<file path="src/rtl/ldl_hs_arbiter.sv">
// Round-robin arbiter sharing one latch bank among NCH requesters.
// Each grant runs ask/latched, then a 4-phase ack; abort and timeout paths included.
module ldl_hs_arbiter #(
    parameter int NCH         = 4,
    parameter int CW          = 2,
    parameter int SYNC_STAGES = 2,
    parameter int TOUT_W      = 8,
    parameter int TIMEOUT     = 200
) (
    input  logic           clk,
    input  logic           reset,
    input  logic [NCH-1:0] req,
    output logic [NCH-1:0] ack,
    output logic [NCH-1:0] err,
    output logic           ask,
    output logic [CW-1:0]  ask_sel,
    input  logic           latched,
    output logic           busy
);

    typedef enum logic [2:0] {
        S_IDLE,
        S_ASK,
        S_ACK,
        S_REL,
        S_ERR
    } state_t;

    localparam int RW = SYNC_STAGES * NCH;
    localparam logic [TOUT_W-1:0] TOUT_LAST = (TIMEOUT == 0) ? '0 : TOUT_W'(TIMEOUT - 1);

    logic [RW-1:0]          req_pipe_q;
    logic [SYNC_STAGES-1:0] lat_pipe_q;
    logic [NCH-1:0]         req_s;
    logic                   lat_s;

    state_t              state_q, state_d;
    logic [CW-1:0]       grant_q, grant_d;
    logic [CW-1:0]       ptr_q, ptr_d;
    logic [TOUT_W-1:0]   timer_q, timer_d;
    logic                ask_q, ask_d;
    logic [NCH-1:0]      ack_q, ack_d;
    logic [NCH-1:0]      err_q, err_d;
    logic                busy_q, busy_d;

    // Oldest sample sits in the top slice of each shift pipe.
    always_ff @(posedge clk or posedge reset) begin
        if (reset) begin
            req_pipe_q <= '0;
            lat_pipe_q <= '0;
        end else begin
            req_pipe_q <= (req_pipe_q << NCH) | RW'(req);
            lat_pipe_q <= (lat_pipe_q << 1) | SYNC_STAGES'(latched);
        end
    end

    assign req_s = req_pipe_q[RW-1 -: NCH];
    assign lat_s = lat_pipe_q[SYNC_STAGES-1];

    logic [NCH-1:0] hi_mask;
    logic [NCH-1:0] req_hi;
    logic [NCH-1:0] pick_vec;
    logic [NCH-1:0] pick_onehot;
    logic [CW-1:0]  pick_term [NCH];
    logic [CW-1:0]  pick_or   [NCH+1];
    logic [CW-1:0]  pick_idx;

    // Prefer requesters at or above ptr; otherwise wrap to the lowest index.
    assign req_hi      = req_s & hi_mask;
    assign pick_vec    = (|req_hi) ? req_hi : req_s;
    assign pick_onehot = pick_vec & (~pick_vec + NCH'(1));
    assign pick_or[0]  = '0;

    for (genvar gi = 0; gi < NCH; gi++) begin : g_rr
        assign hi_mask[gi]    = (CW'(gi) >= ptr_q);
        assign pick_term[gi]  = pick_onehot[gi] ? CW'(gi) : '0;
        assign pick_or[gi+1]  = pick_or[gi] | pick_term[gi];
    end

    assign pick_idx = pick_or[NCH];

    logic [NCH-1:0] gmask;
    logic           req_g;
    logic [CW-1:0]  ptr_next;

    assign gmask    = NCH'(1) << grant_q;
    assign req_g    = |(req_s & gmask);
    assign ptr_next = (grant_q == CW'(NCH - 1)) ? '0 : grant_q + CW'(1);

    always_comb begin
        state_d = state_q;
        grant_d = grant_q;
        ptr_d   = ptr_q;
        timer_d = timer_q;
        ask_d   = ask_q;
        ack_d   = ack_q;
        err_d   = err_q;
        case (state_q)
            S_IDLE: begin
                // A latched level left over from a previous grant blocks new grants.
                if ((|req_s) && !lat_s) begin
                    grant_d = pick_idx;
                    ask_d   = 1'b1;
                    timer_d = '0;
                    state_d = S_ASK;
                end
            end
            S_ASK: begin
                if (lat_s) begin
                    ask_d   = 1'b0;
                    ack_d   = gmask;
                    state_d = S_ACK;
                end else if (!req_g) begin
                    ask_d   = 1'b0;
                    state_d = S_REL;
                end else if ((TIMEOUT != 0) && (timer_q == TOUT_LAST)) begin
                    ask_d   = 1'b0;
                    err_d   = gmask;
                    state_d = S_ERR;
                end else if (timer_q != '1) begin
                    timer_d = timer_q + TOUT_W'(1);
                end
            end
            S_ACK: begin
                if (!req_g && !lat_s) begin
                    ack_d   = '0;
                    ptr_d   = ptr_next;
                    state_d = S_IDLE;
                end
            end
            S_REL: begin
                if (!lat_s) begin
                    ptr_d   = ptr_next;
                    state_d = S_IDLE;
                end
            end
            S_ERR: begin
                if (!req_g) begin
                    err_d   = '0;
                    ptr_d   = ptr_next;
                    state_d = S_IDLE;
                end
            end
            default: begin
                ask_d   = 1'b0;
                ack_d   = '0;
                err_d   = '0;
                state_d = S_IDLE;
            end
        endcase
        busy_d = (state_d != S_IDLE);
    end

    always_ff @(posedge clk or posedge reset) begin
        if (reset) begin
            state_q <= S_IDLE;
            grant_q <= '0;
            ptr_q   <= '0;
            timer_q <= '0;
            ask_q   <= 1'b0;
            ack_q   <= '0;
            err_q   <= '0;
            busy_q  <= 1'b0;
        end else begin
            state_q <= state_d;
            grant_q <= grant_d;
            ptr_q   <= ptr_d;
            timer_q <= timer_d;
            ask_q   <= ask_d;
            ack_q   <= ack_d;
            err_q   <= err_d;
            busy_q  <= busy_d;
        end
    end

    assign ack     = ack_q;
    assign err     = err_q;
    assign ask     = ask_q;
    assign ask_sel = grant_q;
    assign busy    = busy_q;

endmodule
</file>
<file path="config.mk">
export PLATFORM = sky130hd
export DESIGN_NAME = ldl_hs_arbiter
export DESIGN_NICKNAME = d
export VERILOG_FILES = /design/src/rtl/ldl_hs_arbiter.sv
export SDC_FILE = /design/constraint.sdc
export NUM_CORES = 1
export LEC_CHECK = 0
export BUFFER_PORTS_ARGS = -buffer_cell sky130_fd_sc_hd__buf_2
export CAP_MARGIN = 5
export CORE_ASPECT_RATIO = 0.75
export CORE_MARGIN = 3
export CORE_UTILIZATION = 40
export CTS_CLUSTER_DIAMETER = 60
export DETAILED_ROUTE_END_ITERATION = 12
export PLACE_DENSITY_LB_ADDON = 0.1
export SYNTH_ARGS = -nofsm -noshare
export SYNTH_HDL_FRONTEND = slang
export SYNTH_SLANG_ARGS = --single-unit
</file>
<file path="constraint.sdc">
create_clock -name clk -period 2.7 [get_ports clk]
set_input_delay 0.54 -clock clk [delete_from_list [all_inputs] [get_ports clk]]
set_output_delay 0.54 -clock clk [all_outputs]
set_load 0.03 [all_outputs]
</file>
==> results.ini <==
[die]
core_area_um2 = 3875
ios = 19
die_h_um = 62.65
start_util = 0.4417
rows = 19
die-area_um2 = 5108
die_w_um = 81.54

[clocking]
cts.path.max_buffers = 2
clk_latency_ns = 0.28
cts_made_buffers = 5
cts_tree = done
ctsRootBufferMaster = clkbuf_8
cts_setup_buffers = 0
postCtsHoldBufs = 0
cts.sinks = 35
htreeDepth = 2
post_cts_resized = 0
clk_pin_slew_worst_paths_ns = 0.07

[power_and_ir_drop]
leakagePower_uw = 0.0009183
power_density_nw_per_um2 = 987.9
power_uw = 1952
peakVddDrop_mv = 0.4545

[route]
drtPass1Iterations = 4
final_antenna_net_count = 0
vias = 1291
routed_wl_um = 3324
wire_per_inst_um = 14.21
first_iter_violations = 84
viasPerCell = 5.517
drc_errors = 0

[yosys]
syn_nets = 174
synth_area_leaders = dfrtp_1 51%, nand2_1 4.2%, ha_1 3.7%, a32o_1 3.5%, mux2i_1 2.9%
synthArstFlopShare = 1.000
synth_top_area_cell = dfrtp_1
synth_area_per_cell_um2 = 10.57
ys_seq_area_frac = 0.5117
synth-edff-count = 0
ys_types = 40
ys_warn_count = 0
netlist_instances = 162
ys_ff_latch = 35
synth_ff_type = dfrtp_1
netlist.area_leader.share = 0.5117
synthesis.area_um2 = 1712

[sta]
hold_viol_final = 0
setup_violations = 0
fin_ws_ns = 0.4603
rsz0062_at_grt = false
slew_viol_final = 0
fin_hold_ws_ns = 0.3378
fmax_ghz = 0.4465
tightest_slew_ns = 0.5476
finalWorstPathRequiredPeriod_ns = 2.240
relSlewSlack = 0.6349
tns_ns = 0
period_share = 0.8295
skew_ns = 0.004050

[placed_design]
port_buffers = 18
globalplace.congestion = 0.7923
hpwlAfterDp_um = 2402
place_ws_ns = 0.4939

[global_route]
grt-ovfl-total = 0
grt_pass1_vias = 1164
antenna_found_initial = 0
grt_pass1_wl_um = 5816
grtUsageTotal = 0.1480
grt_max_degree = 36

[flow_run]
max_cap_viol_count = 0

[critical_path]
rrSetupSlack_ns = 0.46
worstSetupEndpoint = timer_q[2]$_DFFE_PP0P_
crit_fanout = 8
required_ns = 2.87
path_class = reg2reg
r2r_cells = 7
startpoint = ask_sel[0]$_DFFE_PP0P_
r2r-start = ask_sel[0]$_DFFE_PP0P_
start_kind = register
worstPathArrival_ns = 2.41
crit_path_end_kind = register
r2r_end = timer_q[2]$_DFFE_PP0P_

[finish]
syn_to_final_growth_pct = 15.42
finish.utilization = 0.5098
layout.nets = 193
diodes = 0
final_common_cell = dfrtp_1
mostFrequentLayoutCells = 35 x dfrtp_1, 19 x nand2_1, 18 x buf_2, 10 x nor2_1, 10 x inv_1
drive_gt1_frac = 0.2143
fill_cells = 359

[min_path]
min_path_type = in2async

[outcome]
outcome = finished clean

==> flip-flops by register name (all words and copies together) (netlist names) <==
| register | flops |
|---|---|
| state_q | 3 |
| ask_sel | 2 |
| ask | 1 |
| busy | 1 |
| ack | 4 |
| req_pipe_q | 8 |
| lat_pipe_q | 2 |
| err | 4 |
| timer_q | 8 |
| ptr_q | 2 |
==> critical path, cell delays in order (launching register included) <==
cell and delay [ns]:
dfrtp_1 0.44, inv_1 0.11, ha_1 0.21, a22oi_1 0.11, a21oi_1 0.26, a21boi_0 0.16, or3_1 0.50, a211o_1 0.34
==> final cells by class <==
| type | count | area (um2) | area share |
|---|---|---|---|
| sequential | 35 | 875.8 | 0.4433 |
| tap | 52 | 65.06 | 0.03293 |
| timing repair buffer | 20 | 105.1 | 0.05320 |
| inverter | 10 | 37.54 | 0.01900 |
| multi-input combinational | 109 | 755.7 | 0.3825 |
| clock buffer | 5 | 68.82 | 0.03483 |
| clock inverter | 3 | 67.56 | 0.03420 |
==> kinds of logic (layout without fill, tap and decap cells) <==
kind of cell	Yosys count	after routing	synth area share
flip-flops	35	35	0.5117
adder cells (fa/ha/maj)	5	5	0.03655
AO/OA/AOI/OAI	38	38	0.1769
multiplexers	7	7	0.04240
AND/OR/NAND/NOR	59	59	0.1857
buffers and inverters	18	38	0.04679
==> how the worst min path moves through the flow <==
| stage | to | cells after the start | startpoint | slack [ns] |
|---|---|---|---|---|
| final | req_pipe_q[3]$_DFF_PP0_ | 3 | reset | 0.34 |
| after global routing | req_pipe_q[1]$_DFF_PP0_ | 1 | req[1] | 0.34 |
| after CTS | req_pipe_q[1]$_DFF_PP0_ | 1 | req[1] | 0.34 |
| after detailed placement | lat_pipe_q[1]$_DFF_PP0_ | 0 | lat_pipe_q[0]$_DFF_PP0_ | 0.33 |
| after global placement | req_pipe_q[5]$_DFF_PP0_ | 0 | req_pipe_q[1]$_DFF_PP0_ | 0.33 |
| after floorplan | lat_pipe_q[1]$_DFF_PP0_ | 0 | lat_pipe_q[0]$_DFF_PP0_ | 0.33 |
==> Yosys cell counts, drive strengths merged (4+ instances only) <==
| library cell | n |
|---|---|
| a21oi | 6 |
| a32o | 6 |
| buf | 6 |
| dfrtp | 35 |
| ha | 5 |
| inv | 10 |
| mux2i | 5 |
| nand2 | 19 |
| nand3 | 9 |
| nor2 | 10 |
| nor3 | 6 |
| o21ai | 6 |
| o22a | 4 |
==> layer usage <==
layer | routed length, um | vias to the layer above | GRT usage
li1 | - | 629 | -
met1 | 1686 | 622 | 0.2308
met2 | 1415 | 36 | 0.1900
met3 | 193 | 4 | 0.04323
met4 | 29 | 0 | 0.05063
met5 | 0 | - | 0
==> where the power goes <==
group / switching (uW) / total, uW / leakage (uW) / internal (uW)
sequential: 132 / 757 / 0.000448 / 626
combinational: 408 / 634 / 0.000406 / 227
clock: 192 / 560 / 0.0000644 / 368
total: 731 / 1950 / 0.000918 / 1220
==> through the flow <==
stage / std cells / area (um2)
6_report: 234 / 1976
2_1_floorplan: 162 / 1712
4_1_cts: 234 / 1976
5_1_grt: 234 / 1976
3_5_place_dp: 226 / 1839
3_3_place_gp: 226 / 1839
Power figures use the tool's default switching activity.
